`src/rtl/fetch_redirect_arbiter_if.sv`:
```
// Handshake bundle between the fetch redirect arbiter and its redirect sources / PC mux.
// Perf counter signals exist only when FETCH_REDIRECT_PERF_EN is defined.
interface fetch_redirect_arbiter_if #(
    parameter int ADDR_WIDTH = 32
`ifdef FETCH_REDIRECT_PERF_EN
    ,
    parameter int COUNT_WIDTH = 16
`endif
);
    logic                  stall;
    logic                  halt_req;
    logic                  jump_req;
    logic [ADDR_WIDTH-1:0] jump_target;
    logic                  br_req;
    logic [ADDR_WIDTH-1:0] br_target;
    logic                  trap_req;
    logic [ADDR_WIDTH-1:0] trap_target;
    logic                  pc_load;
    logic [2:0]            pc_sel;
    logic [ADDR_WIDTH-1:0] pc_target;
    logic                  flush;
    logic                  halted;
`ifdef FETCH_REDIRECT_PERF_EN
    logic [COUNT_WIDTH-1:0] perf_jump_cnt;
    logic [COUNT_WIDTH-1:0] perf_br_cnt;
    logic [COUNT_WIDTH-1:0] perf_trap_cnt;

    modport master (
        output stall, halt_req, jump_req, jump_target, br_req, br_target, trap_req, trap_target,
        input  pc_load, pc_sel, pc_target, flush, halted,
        input  perf_jump_cnt, perf_br_cnt, perf_trap_cnt
    );
    modport slave (
        input  stall, halt_req, jump_req, jump_target, br_req, br_target, trap_req, trap_target,
        output pc_load, pc_sel, pc_target, flush, halted,
        output perf_jump_cnt, perf_br_cnt, perf_trap_cnt
    );
`else
    modport master (
        output stall, halt_req, jump_req, jump_target, br_req, br_target, trap_req, trap_target,
        input  pc_load, pc_sel, pc_target, flush, halted
    );
    modport slave (
        input  stall, halt_req, jump_req, jump_target, br_req, br_target, trap_req, trap_target,
        output pc_load, pc_sel, pc_target, flush, halted
    );
`endif
endinterface

```
`src/rtl/fetch_redirect_arbiter.sv`:
```
// Fetch-stage PC select / load controller: prioritises trap > branch > jump > sequential,
// holds redirects across stalls and halt, sequences boot. Optional FETCH_REDIRECT_PERF_EN adds counters.
module fetch_redirect_arbiter #(
    parameter int                    ADDR_WIDTH   = 32,
    parameter logic [ADDR_WIDTH-1:0] RESET_VECTOR = {ADDR_WIDTH{1'b0}}
`ifdef FETCH_REDIRECT_PERF_EN
    ,
    parameter int                    COUNT_WIDTH  = 16
`endif
) (
    input  logic                     i_clock,
    input  logic                     i_reset,
    fetch_redirect_arbiter_if.slave  io_bus
);
    localparam logic [2:0] SEL_SEQ   = 3'd0;
    localparam logic [2:0] SEL_JUMP  = 3'd1;
    localparam logic [2:0] SEL_BR    = 3'd2;
    localparam logic [2:0] SEL_TRAP  = 3'd3;
    localparam logic [2:0] SEL_RESET = 3'd4;

    typedef enum logic [1:0] {
        ST_BOOT = 2'd0,
        ST_RUN  = 2'd1,
        ST_HALT = 2'd2
    } state_t;

    state_t                r_state, w_state_nxt;
    logic                  r_pend_jump, r_pend_br, r_pend_trap;
    logic [ADDR_WIDTH-1:0] r_pend_jump_tgt, r_pend_br_tgt, r_pend_trap_tgt;
    logic                  w_pend_jump_nxt, w_pend_br_nxt, w_pend_trap_nxt;
    logic [ADDR_WIDTH-1:0] w_pend_jump_tgt_nxt, w_pend_br_tgt_nxt, w_pend_trap_tgt_nxt;
    logic                  r_pc_load, w_pc_load_nxt;
    logic [2:0]            r_pc_sel, w_pc_sel_nxt;
    logic [ADDR_WIDTH-1:0] r_pc_target, w_pc_target_nxt;
    logic                  r_flush, w_flush_nxt;
    logic                  r_halted, w_halted_nxt;

    logic                  w_cand_jump, w_cand_br, w_cand_trap;
    logic [ADDR_WIDTH-1:0] w_cand_jump_tgt, w_cand_br_tgt, w_cand_trap_tgt;
    logic [2:0]            w_win_sel;
    logic [ADDR_WIDTH-1:0] w_win_tgt;

    // Candidate set (incoming OR pending, incoming target newer) and priority winner
    always_comb begin
        w_cand_jump     = io_bus.jump_req | r_pend_jump;
        w_cand_br       = io_bus.br_req   | r_pend_br;
        w_cand_trap     = io_bus.trap_req | r_pend_trap;
        w_cand_jump_tgt = io_bus.jump_req ? io_bus.jump_target : r_pend_jump_tgt;
        w_cand_br_tgt   = io_bus.br_req   ? io_bus.br_target   : r_pend_br_tgt;
        w_cand_trap_tgt = io_bus.trap_req ? io_bus.trap_target : r_pend_trap_tgt;
        w_win_sel       = SEL_SEQ;
        w_win_tgt       = {ADDR_WIDTH{1'b0}};
        if (w_cand_trap) begin
            w_win_sel = SEL_TRAP;
            w_win_tgt = w_cand_trap_tgt;
        end else if (w_cand_br) begin
            w_win_sel = SEL_BR;
            w_win_tgt = w_cand_br_tgt;
        end else if (w_cand_jump) begin
            w_win_sel = SEL_JUMP;
            w_win_tgt = w_cand_jump_tgt;
        end else begin
            w_win_sel = SEL_SEQ;
            w_win_tgt = {ADDR_WIDTH{1'b0}};
        end
    end

    // Next state, next pending entries and next registered outputs
    always_comb begin
        w_state_nxt         = r_state;
        w_pend_jump_nxt     = r_pend_jump;
        w_pend_br_nxt       = r_pend_br;
        w_pend_trap_nxt     = r_pend_trap;
        w_pend_jump_tgt_nxt = r_pend_jump_tgt;
        w_pend_br_tgt_nxt   = r_pend_br_tgt;
        w_pend_trap_tgt_nxt = r_pend_trap_tgt;
        w_pc_load_nxt       = 1'b0;
        w_pc_sel_nxt        = SEL_SEQ;
        w_pc_target_nxt     = {ADDR_WIDTH{1'b0}};
        w_flush_nxt         = 1'b0;
        w_halted_nxt        = 1'b0;
        case (r_state)
            ST_BOOT: begin
                w_pc_load_nxt   = 1'b1;
                w_pc_sel_nxt    = SEL_RESET;
                w_pc_target_nxt = RESET_VECTOR;
                w_flush_nxt     = 1'b1;
                w_pend_jump_nxt = 1'b0;
                w_pend_br_nxt   = 1'b0;
                w_pend_trap_nxt = 1'b0;
                w_state_nxt     = ST_RUN;
            end
            ST_RUN, ST_HALT: begin
                if ((r_state == ST_HALT && io_bus.halt_req) || io_bus.stall) begin
                    // Hold: a live higher-priority redirect kills every lower-priority pending one
                    w_pend_trap_nxt     = w_cand_trap;
                    w_pend_br_nxt       = w_cand_br & ~w_cand_trap;
                    w_pend_jump_nxt     = w_cand_jump & ~w_cand_br & ~w_cand_trap;
                    w_pend_trap_tgt_nxt = w_cand_trap_tgt;
                    w_pend_br_tgt_nxt   = w_cand_br_tgt;
                    w_pend_jump_tgt_nxt = w_cand_jump_tgt;
                    w_halted_nxt        = (r_state == ST_HALT) && io_bus.halt_req;
                    w_state_nxt         = w_halted_nxt ? ST_HALT : ST_RUN;
                end else begin
                    w_pc_load_nxt   = 1'b1;
                    w_pc_sel_nxt    = w_win_sel;
                    w_pc_target_nxt = w_win_tgt;
                    w_flush_nxt     = (w_win_sel != SEL_SEQ);
                    w_pend_jump_nxt = 1'b0;
                    w_pend_br_nxt   = 1'b0;
                    w_pend_trap_nxt = 1'b0;
                    w_state_nxt     = io_bus.halt_req ? ST_HALT : ST_RUN;
                end
            end
            default: begin
                w_state_nxt     = ST_BOOT;
                w_pend_jump_nxt = 1'b0;
                w_pend_br_nxt   = 1'b0;
                w_pend_trap_nxt = 1'b0;
            end
        endcase
    end

    // State, pending and output registers
    always_ff @(posedge i_clock) begin
        if (i_reset) begin
            r_state         <= ST_BOOT;
            r_pend_jump     <= 1'b0;
            r_pend_br       <= 1'b0;
            r_pend_trap     <= 1'b0;
            r_pend_jump_tgt <= {ADDR_WIDTH{1'b0}};
            r_pend_br_tgt   <= {ADDR_WIDTH{1'b0}};
            r_pend_trap_tgt <= {ADDR_WIDTH{1'b0}};
            r_pc_load       <= 1'b0;
            r_pc_sel        <= SEL_SEQ;
            r_pc_target     <= {ADDR_WIDTH{1'b0}};
            r_flush         <= 1'b0;
            r_halted        <= 1'b0;
        end else begin
            r_state         <= w_state_nxt;
            r_pend_jump     <= w_pend_jump_nxt;
            r_pend_br       <= w_pend_br_nxt;
            r_pend_trap     <= w_pend_trap_nxt;
            r_pend_jump_tgt <= w_pend_jump_tgt_nxt;
            r_pend_br_tgt   <= w_pend_br_tgt_nxt;
            r_pend_trap_tgt <= w_pend_trap_tgt_nxt;
            r_pc_load       <= w_pc_load_nxt;
            r_pc_sel        <= w_pc_sel_nxt;
            r_pc_target     <= w_pc_target_nxt;
            r_flush         <= w_flush_nxt;
            r_halted        <= w_halted_nxt;
        end
    end

    assign io_bus.pc_load   = r_pc_load;
    assign io_bus.pc_sel    = r_pc_sel;
    assign io_bus.pc_target = r_pc_target;
    assign io_bus.flush     = r_flush;
    assign io_bus.halted    = r_halted;

`ifdef FETCH_REDIRECT_PERF_EN
    logic                   w_issue;
    logic [2:0]             w_issue_sel;
    logic [COUNT_WIDTH-1:0] r_perf_jump_cnt, r_perf_br_cnt, r_perf_trap_cnt;

    assign w_issue     = ((r_state == ST_RUN) || (r_state == ST_HALT && !io_bus.halt_req)) && !io_bus.stall;
    assign w_issue_sel = w_issue ? w_win_sel : SEL_SEQ;

    // Saturating per-source counters of issued redirects
    always_ff @(posedge i_clock) begin
        if (i_reset) begin
            r_perf_jump_cnt <= {COUNT_WIDTH{1'b0}};
            r_perf_br_cnt   <= {COUNT_WIDTH{1'b0}};
            r_perf_trap_cnt <= {COUNT_WIDTH{1'b0}};
        end else begin
            if (w_issue_sel == SEL_JUMP && r_perf_jump_cnt != {COUNT_WIDTH{1'b1}})
                r_perf_jump_cnt <= r_perf_jump_cnt + COUNT_WIDTH'(1);
            if (w_issue_sel == SEL_BR && r_perf_br_cnt != {COUNT_WIDTH{1'b1}})
                r_perf_br_cnt <= r_perf_br_cnt + COUNT_WIDTH'(1);
            if (w_issue_sel == SEL_TRAP && r_perf_trap_cnt != {COUNT_WIDTH{1'b1}})
                r_perf_trap_cnt <= r_perf_trap_cnt + COUNT_WIDTH'(1);
        end
    end

    assign io_bus.perf_jump_cnt = r_perf_jump_cnt;
    assign io_bus.perf_br_cnt   = r_perf_br_cnt;
    assign io_bus.perf_trap_cnt = r_perf_trap_cnt;
`endif
endmodule
```
`src/flat_wrapper.sv`:
```
// flat-port wrapper written by rule: the top's interface ports become plain ports
module fetch_redirect_arbiter_flat 
#(
    parameter int                    ADDR_WIDTH   = 32,
    parameter logic [ADDR_WIDTH-1:0] RESET_VECTOR = {ADDR_WIDTH{1'b0}}

)
  (i_clock, i_reset, io_bus_stall, io_bus_halt_req, io_bus_jump_req, io_bus_jump_target, io_bus_br_req, io_bus_br_target, io_bus_trap_req, io_bus_trap_target, io_bus_pc_load, io_bus_pc_sel, io_bus_pc_target, io_bus_flush, io_bus_halted);
  fetch_redirect_arbiter_if #(.ADDR_WIDTH(ADDR_WIDTH)) io_bus_i ();
  input  logic i_clock;
  input  logic i_reset;
  input wire logic [$bits(io_bus_i.stall)-1:0] io_bus_stall;
  input wire logic [$bits(io_bus_i.halt_req)-1:0] io_bus_halt_req;
  input wire logic [$bits(io_bus_i.jump_req)-1:0] io_bus_jump_req;
  input wire logic [$bits(io_bus_i.jump_target)-1:0] io_bus_jump_target;
  input wire logic [$bits(io_bus_i.br_req)-1:0] io_bus_br_req;
  input wire logic [$bits(io_bus_i.br_target)-1:0] io_bus_br_target;
  input wire logic [$bits(io_bus_i.trap_req)-1:0] io_bus_trap_req;
  input wire logic [$bits(io_bus_i.trap_target)-1:0] io_bus_trap_target;
  output wire logic [$bits(io_bus_i.pc_load)-1:0] io_bus_pc_load;
  output wire logic [$bits(io_bus_i.pc_sel)-1:0] io_bus_pc_sel;
  output wire logic [$bits(io_bus_i.pc_target)-1:0] io_bus_pc_target;
  output wire logic [$bits(io_bus_i.flush)-1:0] io_bus_flush;
  output wire logic [$bits(io_bus_i.halted)-1:0] io_bus_halted;
  assign io_bus_i.stall = io_bus_stall;
  assign io_bus_i.halt_req = io_bus_halt_req;
  assign io_bus_i.jump_req = io_bus_jump_req;
  assign io_bus_i.jump_target = io_bus_jump_target;
  assign io_bus_i.br_req = io_bus_br_req;
  assign io_bus_i.br_target = io_bus_br_target;
  assign io_bus_i.trap_req = io_bus_trap_req;
  assign io_bus_i.trap_target = io_bus_trap_target;
  assign io_bus_pc_load = io_bus_i.pc_load;
  assign io_bus_pc_sel = io_bus_i.pc_sel;
  assign io_bus_pc_target = io_bus_i.pc_target;
  assign io_bus_flush = io_bus_i.flush;
  assign io_bus_halted = io_bus_i.halted;
  fetch_redirect_arbiter #(.ADDR_WIDTH(ADDR_WIDTH), .RESET_VECTOR(RESET_VECTOR)) u_core (.i_clock(i_clock), .i_reset(i_reset), .io_bus(io_bus_i));
endmodule
```
`config.mk`:
```
export PLATFORM = sky130hd
export DESIGN_NAME = fetch_redirect_arbiter_flat
export DESIGN_NICKNAME = d
export VERILOG_FILES = /design/src/rtl/fetch_redirect_arbiter_if.sv /design/src/rtl/fetch_redirect_arbiter.sv /design/src/flat_wrapper.sv
export SDC_FILE = /design/constraint.sdc
export NUM_CORES = 1
export LEC_CHECK = 0
export ABC_AREA = 1
export BUFFER_PORTS_ARGS = -buffer_cell sky130_fd_sc_hd__buf_2
export CAP_MARGIN = 20
export CORE_ASPECT_RATIO = 0.9
export CORE_MARGIN = 5
export CORE_UTILIZATION = 59
export DETAILED_ROUTE_END_ITERATION = 7
export GPL_ROUTABILITY_DRIVEN = 0
export PLACE_DENSITY = 0.95
export SETUP_SLACK_MARGIN = 0.02
export SYNTH_ARGS = -nofsm -noshare
export SYNTH_HDL_FRONTEND = slang
export SYNTH_SLANG_ARGS = --single-unit
```
`constraint.sdc`:
```
create_clock -name i_clock -period 3.4 [get_ports i_clock]
set_input_delay 0.51 -clock i_clock [delete_from_list [all_inputs] [get_ports i_clock]]
set_output_delay 0.51 -clock i_clock [all_outputs]
set_load 0.05 [all_outputs]
```
Word-level counts from Yosys, hierarchy flattened
Index checks and enable logic that the tools add are counted.
{"block": "totals", "reg_bits": 139, "out_inout_bits": 38, "wordCells": 51}
{"block": "classes", "eq_ne": 2, "muxes": 19, "bitwise": 10, "reduce_logical": 8}
{"operator": "2-to-1 mux 32 bit", "count": 6}
{"operator": "2-to-1 mux 3 bit", "count": 3}
{"operator": "2-to-1 mux 2 bit", "count": 3}
{"operator": "case mux 3 bit (2 select lines)", "count": 1}
{"operator": "OR reduction 3 bit", "count": 2}
{"operator": "inverter 1 bit", "count": 4}
{"operator": "case mux 1 bit (2 select lines)", "count": 2}
{"operator": "case mux 2 bit (2 select lines)", "count": 1}
{"operator": "bitwise AND 1 bit", "count": 3}
{"operator": "2-to-1 mux 1 bit", "count": 3}
{"operator": "bitwise OR 1 bit", "count": 3}
{"operator": "nonzero test 3 bit", "count": 1}
{"operator": "equality test 2 x 1 -> 1 bit (second input constant)", "count": 1}
{"operator": "equality test 2 bit (second input constant)", "count": 1}
{"operator": "logical NOT 2 bit", "count": 1}
{"operator": "AND reduction 2 bit", "count": 1}
{"operator": "OR reduction 2 bit", "count": 1}
{"operator": "logical AND 1 bit", "count": 1}
{"operator": "logical OR 1 bit", "count": 1}

Logic depth before layout (Yosys ltp)
Gate-level depths: netlist (run 1).
{"block": "logic_depth", "word_depth": 7, "ltp_mapped": 11, "mapped_depth_nobuf": 9}

Worst setup path before layout (run 1)
Ideal clock, no wire load.
{"block": "synth_timing", "path_type": "flip-flop to flip-flop", "from": "register u_core.r_state[0]", "to": "register u_core.r_pend_trap_tgt[17]", "t_arrival_ps": 1224, "t_required_ps": 3284, "slack_ps": 2060, "path_stages_with_launch": 11, "path_buffers": 2, "period_less_slack_ps": 1340, "path_cell_list": "dfxtp_1 inv_1 ha_1 nand2_2 nand2_2 nand2_1 inv_2 buf_4 buf_6 nor2_1 nor2_1"}
{"block": "synth_between", "elab_chain_len": 4, "elab_cells_between_ends": 6, "classes_between": "eq/ne: 2; reduce/logical: 4"}
{"element": "from (decl)", "line": "fetch_redirect_arbiter.sv:27", "source": "state_t r_state, w_state_nxt;"}
{"element": "from (signal assigned)", "line": "fetch_redirect_arbiter.sv:140", "source": "r_state <= w_state_nxt;"}
{"element": "equality test 2 bit", "line": "fetch_redirect_arbiter.sv:82, fetch_redirect_arbiter.sv:94"}
{"element": "logical AND 1 bit", "line": "fetch_redirect_arbiter.sv:94", "source": "if ((r_state == ST_HALT && io_bus.halt_req) || io_bus.stall) begin"}
{"element": "logical OR 1 bit", "line": "fetch_redirect_arbiter.sv:94"}
{"element": "AND reduction 2 bit (no line) *"}
{"element": "to (signal assigned)", "line": "fetch_redirect_arbiter.sv:133", "source": "r_pend_trap_tgt <= {ADDR_WIDTH{1'b0}};"}
{"element": "to (signal assigned)", "line": "fetch_redirect_arbiter.sv:146", "source": "r_pend_trap_tgt <= w_pend_trap_tgt_nxt;"}
{"element": "to (decl)", "line": "fetch_redirect_arbiter.sv:29", "source": "logic [ADDR_WIDTH-1:0] r_pend_jump_tgt, r_pend_br_tgt, r_pend_trap_tgt;"}
Mark *: on every way between the ends. The rest lies on a longest branch, timed or not.
A chain may end at the register's enable or synchronous reset.

Worst setup path in the final report (run 1)
{"block": "layout_timing", "from": "input port io_bus_br_req", "to": "register u_core.r_pc_target[11] (netlist: u_core.io_bus.pc_target[11])"}
{"block": "layout_between", "elab_chain_len": 3, "elab_cells_between_ends": 4, "classes_between": "mux: 3; bitwise: 1"}
{"element": "from (decl)", "line": "flat_wrapper.sv:16", "source": "input wire logic [$bits(io_bus_i.br_req)-1:0] io_bus_br_req;"}
{"element": "2-to-1 mux 32 bit or bitwise OR 1 bit (tied branches)", "line": "fetch_redirect_arbiter.sv:49, fetch_redirect_arbiter.sv:46"}
{"element": "2-to-1 mux 32 bit *", "line": "fetch_redirect_arbiter.sv:56", "source": "end else if (w_cand_br) begin"}
{"element": "2-to-1 mux 32 bit *", "line": "fetch_redirect_arbiter.sv:53", "source": "if (w_cand_trap) begin"}
{"element": "to (signal assigned)", "line": "fetch_redirect_arbiter.sv:136", "source": "r_pc_target <= {ADDR_WIDTH{1'b0}};"}
{"element": "to (signal assigned)", "line": "fetch_redirect_arbiter.sv:149", "source": "r_pc_target <= w_pc_target_nxt;"}
{"element": "to (decl)", "line": "fetch_redirect_arbiter.sv:34", "source": "logic [ADDR_WIDTH-1:0] r_pc_target, w_pc_target_nxt;"}
Marked as above.

==> results of run 1 <==
worst min-delay path by stage:
stage | start | to | slack (ps) | depth (start not counted)
3_5_place_dp | u_core.r_pend_jump_tgt[10] | u_core.r_pend_jump_tgt[10] | 470 | 2
5_1_grt | i_reset | u_core.io_bus.pc_sel[2] | 290 | 2
2_1_floorplan | u_core.r_pend_jump_tgt[0] | u_core.r_pend_jump_tgt[0] | 450 | 2
3_3_place_gp | u_core.r_pend_jump_tgt[18] | u_core.r_pend_jump_tgt[18] | 460 | 2
6_report | i_reset | u_core.io_bus.pc_sel[2] | 280 | 2
4_1_cts | i_reset | u_core.io_bus.pc_sel[2] | 280 | 2
sequential cells by signal, indices dropped and copies added, names as in the netlist, 2 cells and up:
name and count:
u_core.r_state 2, u_core.io_bus.pc_sel 3, u_core.r_pend_jump_tgt 32, u_core.r_pend_trap_tgt 32, u_core.r_pend_br_tgt 32, u_core.io_bus.pc_target 32
per-layer routing:
metal	up-vias	track usage [%]
met5	-	0
met3	58	5.32
met2	393	45.7
met4	0	12.1
li1	3392	-
met1	3029	34.1
cell type report:
cell class,instances,area [um2],area share (%)
clock buffers,21,460,5.89
multi-input cells,801,3220,41.2
flip-flops and latches,139,2780,35.6
repair buffers,149,788,10.1
inverters,48,185,2.37
well taps,152,190,2.43
diodes,1,2.50,0.0320
clock inverters,11,191,2.45
worst reg2reg max path, delay by kind of cell (launching register included):
kind | cells | cell delay [ps]
buf+inv | 3 | 850
flops | 1 | 340
simple gates | 4 | 370
fa+ha+maj | 1 | 330
where the power goes:
part,switching [mW],internal (mW)
Sequential,0.104,1.85
Combinational,0.693,0.323
Clock,0.702,1.34
cell families (layout without fill, tap and decap cells):
logic type / Yosys count / count (layout) / share of synthesized area [%]
AO/OA/AOI/OAI: 98 / 98 / 7.45
adder cells (fa/ha/maj): 3 / 3 / 0.567
buffers and inverters: 112 / 229 / 9.32
flip-flops: 139 / 139 / 42.0
other: 0 / 1 / 0
AND/OR/NAND/NOR: 700 / 700 / 40.6
stage by stage:
step	cells	hold WS [ps]	total power [mW]	worst slack, ps
after floorplan	1052	449	2.77	2060
after global placement	1288	456	2.91	1100
after detailed placement	1288	465	2.95	1060
after CTS	1320	280	4.99	1430
after global routing	1322	293	5.23	1260
final	1322	283	5.01	1370
cells in the final DEF, fill, tap and decap left out:
cell type,Yosys,layout
sky130_fd_sc_hd__nor2_4,2,2
sky130_fd_sc_hd__a21oi_1,1,1
sky130_fd_sc_hd__buf_4,9,7
sky130_fd_sc_hd__clkinv_4,0,1
sky130_fd_sc_hd__diode_2,0,1
sky130_fd_sc_hd__clkbuf_1,12,2
sky130_fd_sc_hd__clkinv_2,0,2
sky130_fd_sc_hd__clkbuf_16,0,17
sky130_fd_sc_hd__nand2_4,1,1
sky130_fd_sc_hd__nor2_8,1,1
sky130_fd_sc_hd__inv_4,1,2
sky130_fd_sc_hd__nand2_2,2,3
sky130_fd_sc_hd__inv_1,44,44
sky130_fd_sc_hd__clkbuf_8,0,2
sky130_fd_sc_hd__inv_2,2,2
sky130_fd_sc_hd__o31ai_1,1,1
sky130_fd_sc_hd__o21ai_0,96,96
sky130_fd_sc_hd__buf_12,0,1
sky130_fd_sc_hd__buf_8,0,1
sky130_fd_sc_hd__nand2_1,397,396
sky130_fd_sc_hd__nand3_1,2,2
sky130_fd_sc_hd__dfxtp_1,139,139
sky130_fd_sc_hd__bufinv_16,0,5
sky130_fd_sc_hd__buf_2,18,140
sky130_fd_sc_hd__clkinvlp_4,0,3
sky130_fd_sc_hd__nor3_1,2,2
sky130_fd_sc_hd__ha_1,3,3
sky130_fd_sc_hd__nor2_1,292,292
sky130_fd_sc_hd__nand3_4,1,1
==> qor_table.md, run 1 <==
| Group | Metric | Value |
| --- | --- | --- |
| setup path | Setup slack of the most critical reg-to-reg path | 1420 ps |
| clock tree | Cell at the root of the clock tree | sky130_fd_sc_hd__clkbuf_16 |
| floorplanning | Overall die area | 13400 um2 |
| routing | Met2 WL post-DR | 8.98 mm |
| power and ir drop | Static leakage | 4.03 nW |
| global routing | Antenna violations before repair | 1 |
| setup path | Cell with the largest stage delay on the worst path | sky130_fd_sc_hd__nor2_4 |
| timing | Crit share post-route | 59.7% |
| floorplanning | Overall die height | 110 um |
| finish | Fill cell instance count of the final layout | 877 |
| timing | Count of endpoints failing setup in the final report | 0 |
| setup path | Kind of capture point of the worst setup path | flop |
| setup path | Start point of the critical path | io_bus_br_req |
| synthesis | Synth Instances | 1052 |
| routing | Total Routed Length | 18.8 mm |
| placed design | Placed Instance Area | 7150 um2 |
| setup path | Beginning of the worst register-to-register path | u_core.r_state[0] |
| clock tree | Clock latency on the worst-skew pair | 420 ps |
| clock tree | Post_cts resized | 0 |
| setup path | Top delay family on crit path | simple AND/OR/NAND/NOR gates |
| setup path | Startpoint-to-endpoint class of the critical path | in2reg |
| global routing | Total routing usage reported by global routing | 27.4% |
| setup path | Crit path launch type | input port |
| clock tree | Deepest level of the CTS H-tree | 4 |
| global routing | Vias in the first global route | 6586 |
| power and ir drop | Total power per unit cell area | 640 nW/um2 |
| clock tree | Setup fix buffers added after clock tree synthesis | 0 |
| synthesis | Cell type with the highest aggregate area in the netlist | sky130_fd_sc_hd__dfxtp_1 |
| synthesis | Proportion of netlist area held by the largest area contributor | 42.0% |
| setup path | Combined buffer and inverter count along the critical path | 2 |
| synthesis | Mean post-synth cell area | 6.29 um2 |
| synthesis | Top-count cell post-synth | sky130_fd_sc_hd__nand2_1 |
| routing | Detailed route wirelength on metal3 | 1.90 mm |
| synthesis | Post-synth EDFFs | 0 |
| routing | Routed Antenna Nets | 0 |
| setup path | Critical Path AT | 2380 ps |
| synthesis | Synth unique cells | 23 |
| synthesis | Most common library cells after synthesis | sky130_fd_sc_hd__nand2_1 (397), sky130_fd_sc_hd__nor2_1 (292), sky130_fd_sc_hd__dfxtp_1 (139) |
| timing | Highest clock frequency the design can meet | 493 MHz |
| setup path | Worst Reg-to-Reg Cells | 8 |
| floorplanning | CORE AREA | 10900 um2 |
| timing | Fin crit period | 2030 ps |
| setup path | Total stage count of the critical path | 8 |
| routing | Via Count | 6872 |
| setup path | Required time worst endpoint | 3750 ps |
| synthesis | Total of flip-flops plus latches after synthesis | 139 |
| synthesis | Synthesized cell area | 6620 um2 |
| synthesis | Cell types occupying the most area after synthesis | sky130_fd_sc_hd__dfxtp_1 (42%), sky130_fd_sc_hd__nand2_1 (23%), sky130_fd_sc_hd__nor2_1 (17%), sky130_fd_sc_hd__o21ai_0 (7.3%), sky130_fd_sc_hd__buf_6 (2.9%) |
| routing | Met1 Wirelength | 7.23 mm |
| clock tree | Hold-fix buffers, CTS | 0 |
| clock tree | TritonCTS buffer count | 17 |
| global routing | Pin count of the biggest net entering global routing | 77 |
| synthesis | Count of yosys warnings during synthesis | 0 |
| finish | Post-route cell area | 7820 um2 |
| placed design | IO Port Bufs | 140 |
| routing | Routed length per instance | 14.2 um |
| power and ir drop | Max VDD drop | 0.000375 V |
| placed design | HPWL after DPL | 11.3 mm |
| routing | Highest metal layer with signal wires | met4 |
| clock tree | Clock tree from TritonCTS | built |
| routing | Count of unresolved DRC violations after routing | 0 |
| finish | Final core area utilization | 71.8% |
| global routing | Sum of overflow across all layers after global routing | 0 |
| finish | Layout Nets | 1262 |
| setup path | Largest fanout on the critical path | 32 |
| flow run | Max-capacitance violation count | 0 |
| timing | Setup TNS Final | 0 ps |
| setup path | Crit path largest cell delay | 660 ps |
| timing | Actual transition at the worst max-transition pin | 833 ps |
| timing | Hold violation count in the final report | 0 |
| setup path | Crit Reg-Reg Endpoint | u_core.r_pend_jump_tgt[11] |
| timing | Max-slew violation count | 0 |
| timing | RSZ-0062 raised after global routing | no |
| setup path | Cell breakdown of the critical path | buf_2, buf_4, nor2_8, nor2_4, nand2_1, nand2_1, nor2_1, nor2_1 |
| outcome | Status | completed |
| global routing | Global-route wire length before repair | 30.1 mm |
| hold path | Path class of the lowest-slack min-delay path | in2reg |
| synthesis | Post-synth ARST share | 0% |
| finish | Synthesis-to-finish area growth | 18.2% |
| floorplanning | Chip Width | 122 um |
| timing | Remaining max-slew budget at the tightest pin | 44.3% |
| routing | First-pass DRT Iterations | 6 |
| floorplanning | Initial core utilization | 60.7% |
| timing | Clock Skew | 10.7 ps |
| routing | Initial drt markers | 918 |
| synthesis | Sequential element share of the synthesized area | 42.0% |
| floorplanning | Top-level port count | 141 |
| floorplanning | Number of core rows | 36 |
| clock tree | Max Buffers Root-to-Sink | 2 |
| setup path | Worst setup path endpoint | u_core.io_bus.pc_target[11] |
| routing | Avg Vias per Cell | 5.20 |
| synthesis | Post-Syn Nets | 1158 |
| synthesis | Most used flip-flop cell after synthesis | sky130_fd_sc_hd__dfxtp_1 |
| clock tree | Clock Pin Slew Worst Setup and Hold Paths | 60 ps |
| finish | Layout cell share with drive strength beyond 1 | 16.3% |
| clock tree | Total clock sinks | 139 |
No activity file was read; power rests on OpenSTA's default activity.
==> run 2: changes to the inputs <==
- CORE_UTILIZATION: 59 -> 49
- PLACE_DENSITY: 0.95 -> 0.86
- clock period: 3.4 -> 1.65 ns (I/O delays scaled with it)
==> run 2 against run 1 <==
  * Worst hold slack worse by 260 ps
  * Routed wire length is 4.5% lower
  * Via count is 1.9% lower
  * Setup slack worse by 1300 ps
  * First-iteration DRC count is 35% lower
  * Cell area is 1.7% higher
  * Non-clock buffer count is 13 higher
  * Sequential share of layout area is 0.58 points lower
  * Clock skew is 5.1 ps lower
  * Total power is 100% higher
  * Clock power is 89% higher
==> qor_table.md, run 2 (synthesized netlist as in run 1, its figures left out) <==
| Group | Metric | Value | Delta |
| --- | --- | --- | --- |
| clock tree | Clock Pin Slew Worst Setup and Hold Paths | 60 ps | about the same |
| routing | Routed length per instance | 13.3 um | -6.5% |
| setup path | Required time worst endpoint | 1970 ps | -1780 ps |
| hold path | Path class of the lowest-slack min-delay path | in2reg |  |
| power and ir drop | Logic pwr share | 21.3% | +1.0 points |
| routing | First-pass DRT Iterations | 5 | -1 |
| power and ir drop | Static leakage | 4.08 nW | +1.3% |
| timing | RSZ-0062 raised after global routing | yes |  |
| timing | Crit share post-route | 94.5% |  |
| finish | Commonest non-fill, non-tap cell in the layout | sky130_fd_sc_hd__nand2_1 |  |
| finish | Synthesis-to-finish area growth | 20.1% |  |
| power and ir drop | Max VDD drop | 0.000815 V | +120% |
| clock tree | Total clock sinks | 139 | unchanged |
| clock tree | Hold-fix buffers, CTS | 0 | unchanged |
| timing | Fin crit period | 1560 ps |  |
| timing | Remaining max-slew budget at the tightest pin | 44.2% | -0.15 points |
| setup path | Critical Path AT | 1870 ps | -510 ps |
| routing | Avg Vias per Cell | 4.99 | -4.0% |
| power and ir drop | Int Power | 6.97 mW | +99% |
| floorplanning | Top-level port count | 141 | unchanged |
| power and ir drop | Clk pwr share | 38.6% | -2.1 points |
| timing | Setup TNS Final | 0 ps | unchanged |
| finish | Ant diodes | 0 | -1 |
| floorplanning | Number of core rows | 40 | +11% |
| global routing | Vias in the first global route | 6160 | -6.5% |
| placed design | HPWL after DPL | 11.8 mm | +4.4% |
| global routing | Pin count of the biggest net entering global routing | 60 | -22% |
| finish | Layout Nets | 1276 | +1.1% |
| floorplanning | Chip Width | 133 um | +8.9% |
| finish | Commonest non-fill, non-tap cells in the layout | sky130_fd_sc_hd__nand2_1 (396), sky130_fd_sc_hd__nor2_1 (292), sky130_fd_sc_hd__buf_2 (140) |  |
| clock tree | TritonCTS buffer count | 17 | unchanged |
| clock tree | Cell at the root of the clock tree | sky130_fd_sc_hd__clkbuf_16 |  |
| floorplanning | Overall die height | 120 um | +8.9% |
| finish | Layout cell share with drive strength beyond 1 | 17.3% | +1.0 points |
| setup path | Kind of capture point of the worst setup path | flop |  |
| routing | Count of unresolved DRC violations after routing | 0 | unchanged |
| clock tree | Deepest level of the CTS H-tree | 4 | unchanged |
| clock tree | Setup fix buffers added after clock tree synthesis | 0 | unchanged |
| clock tree | Clock tree from TritonCTS | built |  |
| timing | Hold violation count in the final report | 0 | unchanged |
| clock tree | Post_cts resized | 0 | unchanged |
| flow run | Max-capacitance violation count | 0 | unchanged |
| setup path | Startpoint-to-endpoint class of the critical path | reg2reg |  |
| power and ir drop | Switching power | 3.02 mW | +100% |
| power and ir drop | Switching part of the total power | 30.2% | +0.31 points |
| clock tree | Max Buffers Root-to-Sink | 2 | unchanged |
| global routing | Global-route wire length before repair | 28.7 mm | -4.7% |
| setup path | Crit path launch type | flop |  |
| clock tree | Clock latency on the worst-skew pair | 420 ps | about the same |
| routing | Initial drt markers | 596 | -35% |
| power and ir drop | Total power per unit cell area | 1260 nW/um2 | +96% |
| setup path | Largest fanout on the critical path | 59 | +84% |
| placed design | Inst Count DP | 1318 | +2.3% |
| outcome | Status | completed |  |
| power and ir drop | Fraction of power consumed by sequential logic | 40.1% | +1.1 points |
| placed design | IO Port Bufs | 140 | unchanged |
| timing | Actual transition at the worst max-transition pin | 836 ps | +3.30 ps |
| timing | Max-slew violation count | 0 | unchanged |
| routing | Total Routed Length | 17.9 mm | -4.5% |
| floorplanning | CORE AREA | 13300 um2 | +22% |
| finish | Final std cells w/o fill | 1350 | +2.1% |
| finish | Final core area utilization | 59.7% | -12 points |
| timing | Clock Skew | 5.61 ps | -5.08 ps |
| floorplanning | Overall die area | 15900 um2 | +19% |
| timing | Count of endpoints failing setup in the final report | 0 | unchanged |
| routing | Routed Antenna Nets | 0 | unchanged |
| global routing | Antenna violations before repair | 0 | -1 |
| global routing | Total routing usage reported by global routing | 22.2% | -5.2 points |
| timing | Highest clock frequency the design can meet | 642 MHz |  |
| routing | Via Count | 6740 | -1.9% |
| floorplanning | Initial core utilization | 49.7% | -11 points |
| global routing | Sum of overflow across all layers after global routing | 0 | unchanged |
## run 2: changes by cell type in the layout (fill, tap and decap cells not counted), sizes merged
cell / before / now
diode: 1 / 0
bufinv: 5 / 3
buf: 149 / 162
clkinvlp: 3 / 6
clkinv: 3 / 2
clkbuf: 21 / 20
nor2: 295 / 296
## run 2: path summary, 6_finish.rpt
path | from | to | slack (ps) | cells after the start
worst max-delay path | u_core.r_state[0] | u_core.r_pend_jump_tgt[23] | 90 | 8
worst min-delay path | i_reset | u_core.io_bus.pc_sel[2] | 20 | 2
worst max register to register | u_core.r_state[0] | u_core.r_pend_jump_tgt[23] | 90 | 8
worst min register to register | u_core.r_pend_jump_tgt[22] | u_core.r_pend_jump_tgt[22] | 480 | 2
## run 2: worst max-delay path, cell delays in order (launching register included)
cell and delay, ps:
sky130_fd_sc_hd__dfxtp_1 340, sky130_fd_sc_hd__inv_1 70, sky130_fd_sc_hd__ha_1 340, sky130_fd_sc_hd__nand2_2 110, sky130_fd_sc_hd__inv_4 120, sky130_fd_sc_hd__buf_12 270
sky130_fd_sc_hd__nand2_1 90, sky130_fd_sc_hd__nand2_1 60, sky130_fd_sc_hd__nor2_1 40
## run 2: final cells by class
type / instances / area, um2
timing repair buffer: 162 / 945
tap: 168 / 210
inverter: 48 / 185
clock buffer: 20 / 457
fill: 1246 / 5360
clock inverter: 11 / 145
multi-input combinational: 802 / 3230
sequential: 139 / 2780
## run 2: power groups by stage
| stage | logic [mW] | clock network [mW] | registers, mW |
|---|---|---|---|
| 3_5_place_dp | 2.09 | 0 | 4.07 |
| 6_report | 2.13 | 3.86 | 4.01 |
| 4_1_cts | 2.11 | 3.92 | 4.00 |
| 3_3_place_gp | 2.04 | 0 | 4.05 |
| 5_1_grt | 2.42 | 4.07 | 4.05 |
| 2_1_floorplan | 1.49 | 0 | 4.21 |
## run 2: through the flow
stage                     setup slack (ps)  total power [mW]  hold slack (ps)  instance area [um2]
after floorplan                        310              5.70              330                 6620
after global placement                 128              6.09              445                 7340
after detailed placement               101              6.16              454                 7340
after CTS                             36.9              10.0             1.33                 7940
after global routing                 -14.4              10.5             20.2                 7950
final                                 91.4              9.99             19.0                 7950
## run 2: per-layer routing
metal / routed length [um] / track usage, % / up-vias / share of wire, %
met3: 1590 / 6.16 / 38 / 8.9
met1: 7650 / 28.8 / 2973 / 43
met2: 8300 / 35.2 / 308 / 46
met5: 0 / 0 / - / 0
li1: - / - / 3421 / -
met4: 383 / 8.77 / 0 / 2.1
